--- config.mk ---
export PLATFORM = sky130hd
export DESIGN_NAME = mac_lane_pipeline
export DESIGN_NICKNAME = d
export VERILOG_FILES = /design/src/rtl/mac_pkg.sv /design/src/rtl/mac_lane.sv /design/src/rtl/mac_lane_pipeline.sv
export SDC_FILE = /design/constraint.sdc
export NUM_CORES = 2
export LEC_CHECK = 0
export CELL_PAD_IN_SITES_DETAIL_PLACEMENT = 1
export CELL_PAD_IN_SITES_GLOBAL_PLACEMENT = 1
export CORE_MARGIN = 3
export CORE_UTILIZATION = 44
export CTS_CLUSTER_SIZE = 14
export DETAILED_ROUTE_END_ITERATION = 7
export PLACE_DENSITY = 0.91
export SYNTH_ARGS = -nofsm -noshare
export SYNTH_HDL_FRONTEND = slang
export SYNTH_SLANG_ARGS = --single-unit
--- constraint.sdc ---
create_clock -name clk -period 5.65 [get_ports clk]
set_input_delay 1.13 -clock clk [delete_from_list [all_inputs] [get_ports clk]]
set_output_delay 1.13 -clock clk [all_outputs]
set_load 0.05 [all_outputs]
--- src/rtl/mac_pkg.sv ---
// Shared types and helpers for the multi-lane MAC pipeline.
// Holds the mode encoding, per-stage control record and the saturating add.
package mac_pkg;

  localparam int A_W_DEF   = 8;
  localparam int B_W_DEF   = 8;
  localparam int ACC_W_DEF = 32;
  localparam int MAX_W     = 64;

  typedef enum logic {MAC_EXT = 1'b0, MAC_INT = 1'b1} mac_mode_e;

  typedef struct packed {
    logic      vld;
    mac_mode_e mode;
    logic      clr;
  } meta_t;

  // Operands arrive sign-extended from acc_w (< MAX_W) bits, so the MAX_W sum never wraps.
  // Returns {ovf, y}; the caller keeps the low acc_w bits of y.
  function automatic logic [MAX_W:0] sat_add(input logic signed [MAX_W-1:0] base,
                                             input logic signed [MAX_W-1:0] prod,
                                             input int acc_w,
                                             input logic sat);
    logic signed [MAX_W-1:0] sum;
    logic signed [MAX_W-1:0] max_v;
    logic signed [MAX_W-1:0] min_v;
    logic signed [MAX_W-1:0] y;
    logic ovf;
    sum   = base + prod;
    max_v = (MAX_W'(1) <<< (acc_w - 1)) - MAX_W'(1);
    min_v = -max_v - MAX_W'(1);
    ovf   = (sum > max_v) || (sum < min_v);
    y     = (sat && ovf) ? (sum[MAX_W-1] ? min_v : max_v) : sum;
    return {ovf, y};
  endfunction

endpackage

--- src/rtl/mac_lane.sv ---
// One MAC lane: S1 product register, S2 add/saturate output register, running accumulator.
// Two cycles from S0 operands to y; every register holds while adv=0.
module mac_lane
  import mac_pkg::*;
#(
  parameter int A_W      = A_W_DEF,
  parameter int B_W      = B_W_DEF,
  parameter int ACC_W    = ACC_W_DEF,
  parameter int SATURATE = 1
) (
  input  logic                    clk,
  input  logic                    rst_n,
  input  logic                    adv,
  input  logic signed [A_W-1:0]   a,
  input  logic signed [B_W-1:0]   b,
  input  logic signed [ACC_W-1:0] acc,
  input  meta_t                   s1_meta,
  output logic signed [ACC_W-1:0] y,
  output logic                    ovf
);

  logic signed [A_W+B_W-1:0] prod_full;
  logic signed [ACC_W-1:0]   prod_s1;
  logic signed [ACC_W-1:0]   acc_s1;
  logic signed [ACC_W-1:0]   accum;
  logic signed [ACC_W-1:0]   base;
  logic [MAX_W:0]            res;
  logic                      unused_res_hi;

  assign prod_full = a * b;

  always_ff @(posedge clk) begin
    if (!rst_n) begin
      prod_s1 <= '0;
      acc_s1  <= '0;
    end else if (adv) begin
      prod_s1 <= ACC_W'(prod_full);
      acc_s1  <= acc;
    end
  end

  // Base is read from the accumulator in the same stage that writes it, so INT chains need no bypass.
  always_comb begin
    base = acc_s1;
    if (s1_meta.mode == MAC_INT) base = s1_meta.clr ? '0 : accum;
  end

  assign res           = sat_add(MAX_W'(base), MAX_W'(prod_s1), ACC_W, SATURATE != 0);
  assign unused_res_hi = ^res[MAX_W-1:ACC_W];

  always_ff @(posedge clk) begin
    if (!rst_n) begin
      y     <= '0;
      ovf   <= 1'b0;
      accum <= '0;
    end else if (adv && s1_meta.vld) begin
      y   <= res[ACC_W-1:0];
      ovf <= res[MAX_W];
      if (s1_meta.mode == MAC_INT) accum <= res[ACC_W-1:0];
    end
  end

endmodule

--- src/rtl/mac_lane_pipeline.sv ---
// N-lane signed MAC pipeline (y = base + a*b), result two edges after the accepting edge.
// Single advance enable: a stalled output freezes all stages and drops in_ready.
module mac_lane_pipeline
  import mac_pkg::*;
#(
  parameter int N_LANES  = 4,
  parameter int A_W      = A_W_DEF,
  parameter int B_W      = B_W_DEF,
  parameter int ACC_W    = ACC_W_DEF,
  parameter int SATURATE = 1
) (
  input  logic                     clk,
  input  logic                     rst_n,
  input  logic                     in_valid,
  output logic                     in_ready,
  input  logic                     in_mode,
  input  logic                     in_clr,
  input  logic [N_LANES*A_W-1:0]   in_a,
  input  logic [N_LANES*B_W-1:0]   in_b,
  input  logic [N_LANES*ACC_W-1:0] in_acc,
  output logic                     out_valid,
  input  logic                     out_ready,
  output logic [N_LANES*ACC_W-1:0] out_y,
  output logic [N_LANES-1:0]       out_ovf
);

  if (ACC_W < A_W + B_W) begin : g_bad_acc_w
    $error("mac_lane_pipeline: ACC_W must be >= A_W+B_W");
  end
  if (ACC_W > MAX_W - 1) begin : g_bad_max_w
    $error("mac_lane_pipeline: ACC_W exceeds sat_add range");
  end

  meta_t                    s0_meta;
  meta_t                    s1_meta;
  logic                     adv;
  logic [N_LANES*A_W-1:0]   a_s0;
  logic [N_LANES*B_W-1:0]   b_s0;
  logic [N_LANES*ACC_W-1:0] acc_s0;

  assign adv      = !(out_valid && !out_ready);
  assign in_ready = adv;

  always_ff @(posedge clk) begin
    if (!rst_n) begin
      s0_meta   <= '0;
      s1_meta   <= '0;
      out_valid <= 1'b0;
      a_s0      <= '0;
      b_s0      <= '0;
      acc_s0    <= '0;
    end else if (adv) begin
      s0_meta   <= '{vld: in_valid, mode: mac_mode_e'(in_mode), clr: in_clr};
      s1_meta   <= s0_meta;
      out_valid <= s1_meta.vld;
      if (in_valid) begin
        a_s0   <= in_a;
        b_s0   <= in_b;
        acc_s0 <= in_acc;
      end
    end
  end

  for (genvar g = 0; g < N_LANES; g++) begin : g_lane
    mac_lane #(
      .A_W     (A_W),
      .B_W     (B_W),
      .ACC_W   (ACC_W),
      .SATURATE(SATURATE)
    ) u_lane (
      .clk    (clk),
      .rst_n  (rst_n),
      .adv    (adv),
      .a      (a_s0[g*A_W +: A_W]),
      .b      (b_s0[g*B_W +: B_W]),
      .acc    (acc_s0[g*ACC_W +: ACC_W]),
      .s1_meta(s1_meta),
      .y      (out_y[g*ACC_W +: ACC_W]),
      .ovf    (out_ovf[g])
    );
  end

endmodule

==> run_results.csv <==
group,metric,value,unit
status,outcome,"complete, no violations",
sta,relSlewSlack,18.85,%
min_path,min_from,"g_lane[0].u_lane.acc_s1[0]",
drt,dr.pass1.iters,7,
worst_setup_path,end_kind,"flip-flop",
grt,grt_max_degree,162,
die,fp.coreArea,89190,um^2
worst_setup_path,cp-start-kind,"flip-flop",
grt,grt_usage,28.17,%
die,fp.dieH,307.3,um
die,rows,109,
placed_design,placed_cell_area,44090,um^2
worst_setup_path,required,6.19,ns
yosys,synth_seq_cells,651,
drt,detail_route.wl_per_cell,21.09,um
drt,drc_errors,0,
sta,tightest_slew,1.194,ns
drt,final_antenna_net_count,0,
power_and_ir_drop,power_density,266.2,nW/um^2
sta,period_needed,5.088,ns
sta,drv_slew,0,
finish,stdcell_area,46660,um^2
cts,cts.sinks,651,
worst_setup_path,cp-endpoint,"g_lane[3].u_lane.y[14]",
min_path,hold_path_class,"reg2reg",
sta,skew,0.04502,ns
finish,nets,5864,
drt,routed_wl,135.5,mm
die,dieArea,94410,um^2
worst_setup_path,critPathMaxFanout,75,
placed_design,dp.final_hpwl,98.80,mm
sta,post-route-period-util,90.04,%
worst_setup_path,reg2reg_slack,0.56,ns
sta,rsz0062_at_grt,"false",
drt,viasPerCell,5.650,
cts,cts_setup_buffers,0,
cts,clock_path_buffers,3,
placed_design,dp.cells,6286,
yosys,syn_area_per_cell,7.948,um^2
die,fp.dieW,307.3,um
power_and_ir_drop,ir_drop,0.0001860,V
cts,clock-root-buffer,"clkbuf_16",
finish,nFillCells,10683,
finish,multi_input_area,24220,um^2
die,start_util,44.77,%
sta,hold_violations,0,
yosys,synth_area,39930,um^2
yosys,synth_fp_nets,5690,
worst_setup_path,crit_path_start,"s1_meta[1]",
yosys,async_reset_ff_share,0,%
drt,vias,36299,
sta,maxClockFrequency,196.6,MHz
placed_design,globalplace.congestion,0.9112,
placed_design,numPortBuffers,331,
finish,regArea,13040,um^2
grt,grt_pass1_wl,214.2,mm
cts,cts_resized,0,
yosys,seq_area_frac_synth,32.64,%
worst_setup_path,reg2reg_from,"s1_meta[1]",
worst_setup_path,critPathKind,"reg2reg",
drt,drt_first_iter_violations,1994,
die,io_pins,332,
yosys,synth_ff_type,"dfxtp_1",
cts,hold_buffers,0,
finish,syn_to_final_growth,16.85,%
cts,cts_buffers,75,
yosys,synth_cell_type_count,78,
worst_setup_path,worstRegToRegCells,14,
finish,drive_above_1_share,4.148,%
job,drv_cap,0,
sta,finalSetupViolCount,0,
cts,cts_tree,"built",
worst_setup_path,worstPathArrival,5.63,ns
cts,clock_latency,0.65,ns
sta,tns,0,ns
grt,gr-total-overflow,0,
power_and_ir_drop,leakagePower,19.13,nW
cts,clk_pin_slew_worst_paths,0.06,ns
grt,antenna_found_initial,6,
yosys,synth_edf_count,0,
grt,grt_pass1_vias,39236,
yosys,yosysWarnings,0,
worst_setup_path,rr_endpoint,"g_lane[3].u_lane.y[14]",
yosys,synth_cells,5024,
cts,htreeDepth,3,
finish,final_cells,6425,
## worst max-delay path, cell delays in order (launching register included)
cell      delay [ns]
dfxtp_4         0.57
nor2b_4         0.28
buf_12          0.35
nand2_1         0.09
o21ai_0         0.10
ha_1            0.34
nor2_1          0.09
nor4_1          0.48
nand3b_1        0.22
nand2_1         0.20
a41oi_1         0.17
o31ai_1         0.45
mux2i_1         0.66
nand2_1         0.54
o21ai_0         0.38
## sequential cells by signal, indices dropped and copies added (netlist names), 4 cells and up
name                   flops
a_s0                      32
acc_s0                   128
b_s0                      32
g_lane.u_lane.acc_s1     128
g_lane.u_lane.accum      128
g_lane.u_lane.ovf          4
g_lane.u_lane.prod_s1     64
g_lane.u_lane.y          128
## logic make-up (layout without fill, tap and decap cells)
kind of cell,count (synthesis),count (layout),share of synthesized area [%]
multiplexers,8,8,0.2162
AO/OA/AOI/OAI,1419,1419,20.46
other,0,4,0
buffers and inverters,711,943,6.827
adder cells (fa/ha/maj),468,468,18.88
AND/OR/NAND/NOR,1608,1608,17.50
XOR/XNOR,159,159,3.487
flip-flops,651,651,32.64
## routing by layer
| metal | GRT usage (%) | wire (um) | vias to the layer above |
|---|---|---|---|
| li1 | - | - | 17063 |
| met1 | 33.85 | 55620 | 17970 |
| met2 | 49.41 | 66480 | 926 |
| met3 | 3.067 | 5441 | 338 |
| met4 | 15.39 | 7941 | 2 |
| met5 | 0 | 13 | - |
## area by class of cell
class	instances	share of cell area, %
Multi-Input combinational cell	3662	51.91
Sequential cell	651	27.94
Timing Repair Buffer	376	8.007
Clock buffer	102	4.674
Inverter	432	3.502
Tap cell	1165	3.124
Clock inverter	33	0.8205
Antenna cell	4	0.02145
## synthesized netlist by cell type (all sizes together) (25+ instances only)
master | n | area share (%)
a221o | 35 | 0.88
buf | 47 | 0.59
a211oi | 34 | 0.64
nor2 | 140 | 1.3
nand2 | 1073 | 10
a31oi | 25 | 0.41
dfxtp | 651 | 33
xor2 | 43 | 0.94
xnor2 | 116 | 2.5
and2 | 172 | 2.7
inv | 432 | 4.1
nand3 | 51 | 0.64
o21ai | 422 | 5.3
a21o | 58 | 1.1
clkbuf | 232 | 2.2
nand2b | 53 | 0.83
ha | 244 | 7.6
fa | 224 | 11
a21oi | 679 | 8.5
## cells in the final DEF, fill, tap and decap left out, types with 17 or more instances in the layout
cell type           n
o21ai_0           417
ha_1              244
nand3_1            51
xor2_1             43
buf_4              39
nor2_1            138
xnor2_1           116
o211ai_1           20
nor2b_1            20
nand2b_1           53
a21oi_1           679
clkbuf_16          77
fa_1              224
and3_1             17
a211oi_1           34
nor3_1             19
a21o_1             58
a31oi_1            24
dfxtp_1           650
clkdlybuf4s50_1   330
a22o_1             22
nand2_1          1072
a221o_1            35
inv_1             430
and2_1            168
## metrics by stage
| step | total power [mW] | utilization (%) | hold slack (ns) | worst slack (ns) |
|---|---|---|---|---|
| 6_report | 12.42 | 52.32 | 0.4518 | 0.5625 |
| 3_5_place_dp | 7.395 | 49.43 | 0.4447 | 0.6413 |
| 3_3_place_gp | 7.298 | 49.43 | 0.4352 | 0.7232 |
| 2_1_floorplan | 6.522 | - | 0.4249 | 1.081 |
| 4_1_cts | 12.48 | 52.30 | 0.4531 | 0.6288 |
| 5_1_grt | 12.93 | 52.32 | 0.4721 | 0.2951 |
## how the worst min path moves through the flow
stage	to	cells after the start
2_1_floorplan	g_lane[1].u_lane.accum[0]	2
6_report	g_lane[0].u_lane.acc_s1[0]	2
3_3_place_gp	s1_meta[1]	2
3_5_place_dp	g_lane[2].u_lane.acc_s1[31]	2
5_1_grt	g_lane[2].u_lane.acc_s1[13]	2
4_1_cts	g_lane[2].u_lane.acc_s1[31]	2
## where the power goes
group | internal (mW) | switching (mW) | total [mW]
Clock | 2.93 | 2.16 | 5.09
Sequential | 4.81 | 0.245 | 5.06
Combinational | 0.840 | 1.43 | 2.27
Total | 8.58 | 3.84 | 12.4
(Power assumes the default switching activity.)
